[src/rtl/comparator_operand_driver.sv]
// comparator_operand_driver: loads two bytes nibble-wise into an external comparator and captures its lt/eq/gt result
// Optional build macro RESULT_CHECK_EN adds an internal unsigned compare that flags disagreeing results on mismatch.
module comparator_operand_driver #(
  parameter int SETUP_CYC  = 2,
  parameter int PULSE_CYC  = 2,
  parameter int HOLD_CYC   = 1,
  parameter int SETTLE_CYC = 4
) (
  input  logic       clk,
  input  logic       rst_n,
  input  logic       in_valid,
  output logic       in_ready,
  input  logic [7:0] a_in,
  input  logic [7:0] b_in,
  output logic [3:0] y,
  output logic       pb1,
  output logic       pb2,
  output logic       pb3,
  output logic       pb4,
  input  logic       lout,
  input  logic       gout,
  input  logic       eout,
  output logic       res_lt,
  output logic       res_eq,
  output logic       res_gt,
  output logic       done,
  output logic       busy,
  output logic       err_onehot,
  output logic       mismatch
);
  typedef enum logic [2:0] {IDLE, SETUP, PULSE, HOLD, SETTLE, CAPTURE} state_t;
  localparam logic [7:0] SETUP_L  = 8'(SETUP_CYC - 1);
  localparam logic [7:0] PULSE_L  = 8'(PULSE_CYC - 1);
  localparam logic [7:0] HOLD_L   = 8'(HOLD_CYC - 1);
  localparam logic [7:0] SETTLE_L = 8'(SETTLE_CYC - 1);
  state_t state_q, state_d;
  logic [7:0] cnt_q, cnt_d, a_q, a_d, b_q, b_d;
  logic [1:0] idx_q, idx_d;
  logic [3:0] y_q, y_d, pb_q, pb_d, nib_d;
  logic       lt_q, lt_d, eq_q, eq_d, gt_q, gt_d, err_q, err_d, last, cap, phase_d;
  assign last     = cnt_q == 8'd0;
  assign cap      = state_q == SETTLE && last;
  assign in_ready = state_q == IDLE;
  assign busy     = ~in_ready;
  assign done     = state_q == CAPTURE;
  assign y        = y_q;
  assign {pb4, pb3, pb2, pb1} = pb_q;
  assign {res_lt, res_eq, res_gt, err_onehot} = {lt_q, eq_q, gt_q, err_q};
  // phase sequencing: each phase counts down its own length, nibble index advances after every HOLD
  always_comb begin
    state_d = state_q;
    cnt_d   = cnt_q - 8'd1;
    idx_d   = idx_q;
    a_d     = a_q;
    b_d     = b_q;
    case (state_q)
      IDLE:    if (in_valid) begin
        state_d = SETUP;
        cnt_d   = SETUP_L;
        idx_d   = 2'd0;
        a_d     = a_in;
        b_d     = b_in;
      end
      SETUP:   if (last) begin
        state_d = PULSE;
        cnt_d   = PULSE_L;
      end
      PULSE:   if (last) begin
        state_d = HOLD;
        cnt_d   = HOLD_L;
      end
      HOLD:    if (last) begin
        state_d = idx_q == 2'd3 ? SETTLE : SETUP;
        cnt_d   = idx_q == 2'd3 ? SETTLE_L : SETUP_L;
        idx_d   = idx_q + 2'd1;
      end
      SETTLE:  if (last) state_d = CAPTURE;
      default: state_d = IDLE;
    endcase
    phase_d = state_d inside {SETUP, PULSE, HOLD};
    nib_d   = idx_d[1] ? (idx_d[0] ? b_d[7:4] : b_d[3:0]) : (idx_d[0] ? a_d[7:4] : a_d[3:0]);
    y_d     = phase_d ? nib_d : 4'h0;
    pb_d    = state_d == PULSE ? 4'b0001 << idx_d : 4'b0000;
    {lt_d, eq_d, gt_d} = cap ? {lout, eout, gout} : {lt_q, eq_q, gt_q};
    err_d   = cap ? !$onehot({lout, eout, gout}) : err_q;
  end
  // all state and every comparator-facing output come straight from these flops
  always_ff @(posedge clk or negedge rst_n) begin
    if (!rst_n) begin
      state_q <= IDLE;
      cnt_q   <= 8'd0;
      idx_q   <= 2'd0;
      a_q     <= 8'd0;
      b_q     <= 8'd0;
      y_q     <= 4'h0;
      pb_q    <= 4'h0;
      {lt_q, eq_q, gt_q, err_q} <= 4'b0;
    end else begin
      state_q <= state_d;
      cnt_q   <= cnt_d;
      idx_q   <= idx_d;
      a_q     <= a_d;
      b_q     <= b_d;
      y_q     <= y_d;
      pb_q    <= pb_d;
      {lt_q, eq_q, gt_q, err_q} <= {lt_d, eq_d, gt_d, err_d};
    end
  end
`ifdef RESULT_CHECK_EN
  logic mm_q, mm_d;
  assign mm_d     = cap ? ({lout, eout, gout} != {a_q < b_q, a_q == b_q, a_q > b_q}) : mm_q;
  assign mismatch = mm_q;
  // result cross-check against the registered operands, updated only at capture
  always_ff @(posedge clk or negedge rst_n) begin
    if (!rst_n) mm_q <= 1'b0;
    else        mm_q <= mm_d;
  end
`else
  assign mismatch = 1'b0;
`endif
endmodule

[config.mk]
export PLATFORM = sky130hd
export DESIGN_NAME = comparator_operand_driver
export DESIGN_NICKNAME = d
export VERILOG_FILES = /design/src/rtl/comparator_operand_driver.sv
export SDC_FILE = /design/constraint.sdc
export NUM_CORES = 1
export LEC_CHECK = 0
export ABC_AREA = 1
export CAP_MARGIN = 5
export CELL_PAD_IN_SITES_DETAIL_PLACEMENT = 1
export CELL_PAD_IN_SITES_GLOBAL_PLACEMENT = 1
export CORE_UTILIZATION = 41
export DETAILED_ROUTE_END_ITERATION = 10
export PLACE_DENSITY_LB_ADDON = 0.1
export SLEW_MARGIN = 0
export SYNTH_ARGS = -nofsm -noshare
export SYNTH_HDL_FRONTEND = slang
export SYNTH_SLANG_ARGS = --single-unit
[constraint.sdc]
create_clock -name clk -period 2.3 [get_ports clk]
set_input_delay 0.23 -clock clk [delete_from_list [all_inputs] [get_ports clk]]
set_output_delay 0.23 -clock clk [all_outputs]
set_load 0.05 [all_outputs]
==> qor.yml, run 1 <==
clock_tree:
  clkTransAtPathRegs_ps: 80
  cts_resized: 0
  cts_buffers: 5
  clk_path_buf_depth: 2
  cts_hold_buf: 0
  post_cts_buffers: 0
  cts_max_level: 2
  clock-root-buffer: "clkbuf_8"
  clock_latency_ps: 280
  cts.sinks: 41
  cts_tree: "yes"
setup_path:
  critical_path_class: "reg2out"
  r2r-end: "y[2]$_DFF_PN0_"
  r2r-start: "cnt_q[0]$_DFF_PN0_"
  crit_fanout: 13
  cp.arrival_ps: 1970
  endpoint_kind: "primary output"
  crit_required_ps: 2070
  cp_slowest_cell: "clkdlybuf4s50_1"
  reg2reg_depth: 10
  crit_buf_inv: 2
  reg2reg_slack_ps: 430
  cp_top_family: "buffers and inverters"
  worst_setup_path_start_kind: "flop"
  crit_chain: "nor2_2 -> nand2_4 -> inv_4 -> clkdlybuf4s50_1"
  slowest_delay_ps: 820
finish:
  final_nets: 317
  antenna_cells: 0
  finalInstanceArea_um2: 2570
  drive_above_1_share_pct: 9.93
  area_growth_syn_to_layout_pct: 23.6
global_routing:
  grt_overflow: 0
  grt_pass1_wl_um: 8090
  grt_max_degree: 42
  grt_usage_pct: 20.1
  grt_pass1_vias: 1763
  antenna_found_initial: 0
routing:
  drc: 0
  num_vias: 1748
  drtIter0Drc: 50
  final_antenna_net_count: 0
  dr.pass1.iters: 4
  wire_per_inst_um: 13.1
  routed_via_density: 4.87
  drt_wl_total_um: 4710
power_and_ir_drop:
  power.leakage_nw: 1.29
  power_frac_clock_pct: 37.4
  power.density_nw_per_um2: 489
  combPwrFrac_pct: 5.2
  p_int_uw: 992
  swShare_pct: 21.0
  p_sw_uw: 263
  seq_power_share_pct: 57.4
  irDropWorstVdd_uv: 425
logic_synthesis:
  yosysTopAreaCell: "dfrtp_1"
  netlist_instances: 253
  synth_top_area_share_pct: 49.4
  synth.yosys.warnings: 0
  syn_avg_cell_area_um2: 8.21
  syn_area_um2: 2080
  syn_nets: 278
  synthFlopType: "dfrtp_1"
  ys_async_sr_fraction_pct: 100
  ys_seq_elements: 41
  ys_types: 30
  synthTopCellsByCount: "79 x nand2_1, 41 x dfrtp_1, 31 x nand3_1"
  synth_most_common_cell: "nand2_1"
  synth-edff-count: 0
  synth_area_leaders: "dfrtp_1 49%, nand2_1 14%, nand3_1 7.5%"
  seq_area_frac_synth_pct: 49.4
timing:
  max_slew_margin_pct: 38.8
  setup_viol: 0
  fmax_mhz: 455
  slew_viol_final: 0
  worstMarginPinSlew_ps: 917
  finalSetupTns_ps: 0
  skew_ps: 3.29
  rsz0062_at_grt: "no"
  hold_viol: 0
  period_share_pct: 95.6
  finalCriticalPeriod_ps: 2200
placement:
  port_buffers: 36
  placed_area_um2: 2480
  dp_hpwl_um: 3630
  place.gp.congestion: 0.735
run:
  maxCapViolations: 0
floorplan:
  start_util_pct: 43.4
  io_pins: 38
  placementRows: 25
  die_x_um: 73.2
  dieArea_um2: 5360
  fp.dieH_um: 73.2
  core_area_um2: 4790
outcome:
  status: "complete, no violations"
min_path:
  hp-class: "in2async"
==> metal layers <==
metal | part of all wire, % | global-route usage (%) | vias to the layer above | wire (µm)
met5 | 0 | 0 | - | 0
met4 | 0.93 | 5.88 | 0 | 44
met3 | 2.8 | 3.31 | 4 | 134
met2 | 51 | 35.0 | 25 | 2390
met1 | 45 | 25.5 | 843 | 2140
li1 | - | - | 876 | -
==> cell usage in the layout (no fill, tap or decap) <==
master            n
a21oi_1           8
a31oi_1           1
buf_2             1
buf_4             2
clkbuf_1          1
clkbuf_8          6
clkdlybuf4s50_1  35
clkinv_1          1
conb_1            1
dfrtp_1          41
fa_1              1
ha_1              2
inv_1            23
inv_2             2
inv_4             2
nand2_1          79
nand2_2           2
nand2_4           4
nand3_1          31
nand3_4           1
nand3b_1          1
nor2_1           16
nor2_2            4
nor2_4            2
nor3_1            6
o211ai_1          1
o21ai_0          10
o21ai_2           2
or2_2             1
xor2_1            5
==> layout make-up <==
type                    instances  area [µm²]
clock buffers                   7        86.3
fillers                       579        2220
inverters                      28         110
multi-input cells             178         892
flip-flops and latches         41        1030
well taps                      67        83.8
repair buffers                 38         370
==> kinds of logic (layout without fill, tap and decap cells) <==
logic type,count (synthesis),count (layout),synth area share [%]
AND/OR/NAND/NOR,147,147,32.6
flip-flops,41,41,49.4
buffers and inverters,34,73,7.71
AO/OA/AOI/OAI,22,22,5.84
XOR/XNOR,5,5,2.11
adder cells (fa/ha/maj),3,3,2.17
other,1,1,0.180
==> worst register-to-register path, cell delays in order (launching register included) <==
cell and delay, ps:
dfrtp_1 360, inv_1 100, ha_1 230, nand2_1 110
nor2_2 150, nand2_1 140, o211ai_1 220, nand2_2 170
inv_4 120, nand2_1 60, a21oi_1 140
==> stage by stage <==
step | hold WS [ps] | util (%) | power [mW] | instances | setup slack, ps
6_report | 76.1 | 53.7 | 1.26 | 359 | 101
3_5_place_dp | 422 | 51.9 | 0.802 | 352 | 404
5_1_grt | 150 | 53.7 | 1.30 | 359 | 12.0
4_1_cts | 106 | 53.7 | 1.27 | 359 | 81.7
2_1_floorplan | -65.6 | - | 0.750 | 253 | 496
3_3_place_gp | 421 | 51.9 | 0.800 | 352 | 425
==> registers in the layout (all words and copies together) (netlist names) <==
signal / cells
state_q: 3
res_gt: 1
y: 4
res_eq: 1
b_q: 8
pb_q: 4
res_lt: 1
a_q: 8
err_onehot: 1
cnt_q: 8
idx_q: 2
==> power groups by stage <==
stage / registers (mW) / logic, mW / clock network, mW
2_1_floorplan: 0.735 / 0.0148 / 0
3_3_place_gp: 0.734 / 0.0656 / 0
3_5_place_dp: 0.734 / 0.0672 / 0
4_1_cts: 0.720 / 0.0673 / 0.486
5_1_grt: 0.720 / 0.0733 / 0.506
6_report: 0.720 / 0.0653 / 0.470
==> worst max-delay path by stage <==
stage | from | slack, ps | cells after the start | end
floorplan | state_q[2]$_DFF_PN0_ | 500 | 2 | done
global placement | state_q[1]$_DFF_PN0_ | 430 | 4 | in_ready
CTS | state_q[1]$_DFF_PN0_ | 80 | 4 | in_ready
finish | state_q[1]$_DFF_PN0_ | 100 | 4 | in_ready
global route | state_q[1]$_DFF_PN0_ | 10 | 4 | in_ready
detailed placement | state_q[1]$_DFF_PN0_ | 400 | 4 | in_ready
No activity file was read; power rests on OpenSTA's default activity.
==> run 2: changes to the inputs <==
Settings changed: GPL_TIMING_DRIVEN from default to 0.
==> qor.yml, run 2 (synthesized netlist as in run 1, its figures left out) <==
outcome:
  status: "complete, no violations"
floorplan:
  fp.dieH_um: 73.2  # unchanged
  io_pins: 38  # unchanged
  dieArea_um2: 5360  # unchanged
  placementRows: 25  # unchanged
  core_area_um2: 4790  # unchanged
  start_util_pct: 43.4  # unchanged
  die_x_um: 73.2  # unchanged
setup_path:
  critical_path_class: "reg2out"
  crit_fanout: 10  # -3
  cp_slowest_cell: "dlygate4sd2_1"
  r2r-start: "cnt_q[0]$_DFF_PN0_"
  reg2reg_depth: 10  # unchanged
  startpoint: "state_q[1]$_DFF_PN0_"
  crit_required_ps: 2070  # about the same
  worst_setup_path_start_kind: "flop"
  r2r-end: "y[3]$_DFF_PN0_"
  cp-endpoint: "in_ready"
  cp.arrival_ps: 1910  # -60 ps
  crit_chain: "nor2_2 -> nand2_4 -> inv_4 -> buf_4 -> dlygate4sd2_1"
  reg2reg_slack_ps: 280  # -150 ps
  slowest_delay_ps: 540  # -280 ps
  endpoint_kind: "primary output"
timing:
  worstMarginPinSlew_ps: 520  # -398 ps
  finalCriticalPeriod_ps: 2140  # -57.4 ps
  finalSetupTns_ps: 0  # unchanged
  skew_ps: 11.0  # +7.70 ps
  max_slew_margin_pct: 65.2  # +26 points
  hold_viol: 0  # unchanged
  setup_viol: 0  # unchanged
  fmax_mhz: 467  # +2.7%
  hold-worst-slack_ps: 365  # +289 ps
  rsz0062_at_grt: "no"
  period_share_pct: 93.1  # -2.5 points
  slew_viol_final: 0  # unchanged
global_routing:
  antenna_found_initial: 0  # unchanged
  grt_pass1_wl_um: 7980  # -1.3%
  grt_pass1_vias: 1755  # -0.45%
  grt_usage_pct: 20.0  # -0.077 points
  grt_overflow: 0  # unchanged
  grt_max_degree: 25  # -40%
finish:
  fillers: 590  # +1.9%
  reg_top3: "a_q x8, b_q x8, cnt_q x8"
  layout_commonest_cell: "nand2_1"
  finalNonFillerCells: 365  # +1.7%
  drive_above_1_share_pct: 11.7  # +1.8 points
  final_cell_mix: "79 x nand2_1, 41 x dfrtp_1, 33 x clkdlybuf4s50_1"
  seqCellArea_um2: 1030  # unchanged
  multi_input_area_um2: 892  # unchanged
  antenna_cells: 0  # unchanged
  area_growth_syn_to_layout_pct: 27.8
  fin_util_pct: 55.5  # +1.8 points
  final_nets: 322  # +1.6%
routing:
  wire_per_inst_um: 13.3  # +1.0%
  drc: 0  # unchanged
  drtIter0Drc: 100  # +100%
  drt_wl_total_um: 4840  # +2.7%
  final_antenna_net_count: 0  # unchanged
  routed_via_density: 4.83  # -0.80%
  num_vias: 1763  # +0.86%
  dr.pass1.iters: 4  # unchanged
power_and_ir_drop:
  power.density_nw_per_um2: 526  # +7.6%
  power_frac_clock_pct: 43.4  # +6.0 points
  power.leakage_nw: 1.33  # +3.7%
  swShare_pct: 20.5  # -0.48 points
  p_sw_uw: 286  # +8.7%
  combPwrFrac_pct: 5.0  # -0.2 points
  seq_power_share_pct: 51.6  # -5.8 points
  p_int_mw: 1.11  # +12%
  power_mw: 1.40  # +11%
  irDropWorstVdd_uv: 340  # -20%
placement:
  dp.cells: 356  # +1.1%
  dp_hpwl_um: 3710  # +2.3%
  port_buffers: 35  # -2.8%
  place.gp.congestion: 0.796  # +8.2%
clock_tree:
  cts.sinks: 41  # unchanged
  clock_latency_ps: 290  # about the same
  clk_path_buf_depth: 2  # unchanged
  clock-root-buffer: "clkbuf_8"
  cts_max_level: 2  # unchanged
  clkTransAtPathRegs_ps: 80  # about the same
  post_cts_buffers: 0  # unchanged
  cts_tree: "yes"
  cts_buffers: 5  # unchanged
min_path:
  hp-class: "in2reg"
  min_from: "in_valid"
run:
  maxCapViolations: 0  # unchanged
## run 2: changes by cell type in the layout (fill, tap and decap cells not counted)
cell,delta
clkdlybuf4s50_1,-2
buf_12,+1
buf_2,+1
buf_6,+1
buf_8,+1
bufinv_16,+1
clkinvlp_4,+1
dlygate4sd2_1,+1
dlygate4sd3_1,+1
## run 2: what timing repair did
action	in CTS	in global routing
hold buffers	1	0
setup endpoints to repair	1	0
hold endpoints to repair	17	0
gates resized for setup	1	0
## run 2: critical path, delay by kind of cell, from the launching register on
kind	cells	cell delay, ps
buf+inv	3	850
flops	1	470
simple gates	2	300
## run 2: routing by layer
layer	wire length [µm]	GRT usage (%)	up-vias
met3	119	4.01	7
met1	2090	24.0	853
li1	-	-	880
met2	2570	35.4	23
met5	0	0	-
met4	63	6.97	0
## run 2: metrics by stage
stage                     cell area [µm²]  setup slack [ps]
after floorplan                      2080               496
after global placement               2510             -85.2
after detailed placement             2530               207
after CTS                            2660               124
after global routing                 2660              67.6
final                                2660               159
## run 2: final cells by class
class,count,share of cell area [%]
well taps,67,3.16
flip-flops and latches,41,38.6
clock inverters,2,1.41
multi-input cells,178,33.6
repair buffers,37,14.1
plain buffers,6,1.88
inverters,28,4.15
clock buffers,6,3.11
## run 2: worst min path at each step
stage	slack (ps)	cells past startpoint	to
final	360	3	a_q[1]$_DFF_PN0_
after global routing	370	3	a_q[1]$_DFF_PN0_
after CTS	360	3	a_q[1]$_DFF_PN0_
after detailed placement	190	1	a_q[0]$_DFF_PN0_
after global placement	460	2	a_q[5]$_DFF_PN0_
after floorplan	-70	0	a_q[0]$_DFF_PN0_
## run 2: power by group through the flow
| stage | Sequential (mW) | Clock [mW] | Combinational (mW) |
|---|---|---|---|
| 2_1_floorplan | 0.735 | 0 | 0.0148 |
| 3_3_place_gp | 0.735 | 0 | 0.0662 |
| 3_5_place_dp | 0.734 | 0 | 0.0703 |
| 4_1_cts | 0.720 | 0.618 | 0.0720 |
| 5_1_grt | 0.720 | 0.649 | 0.0779 |
| 6_report | 0.720 | 0.607 | 0.0701 |
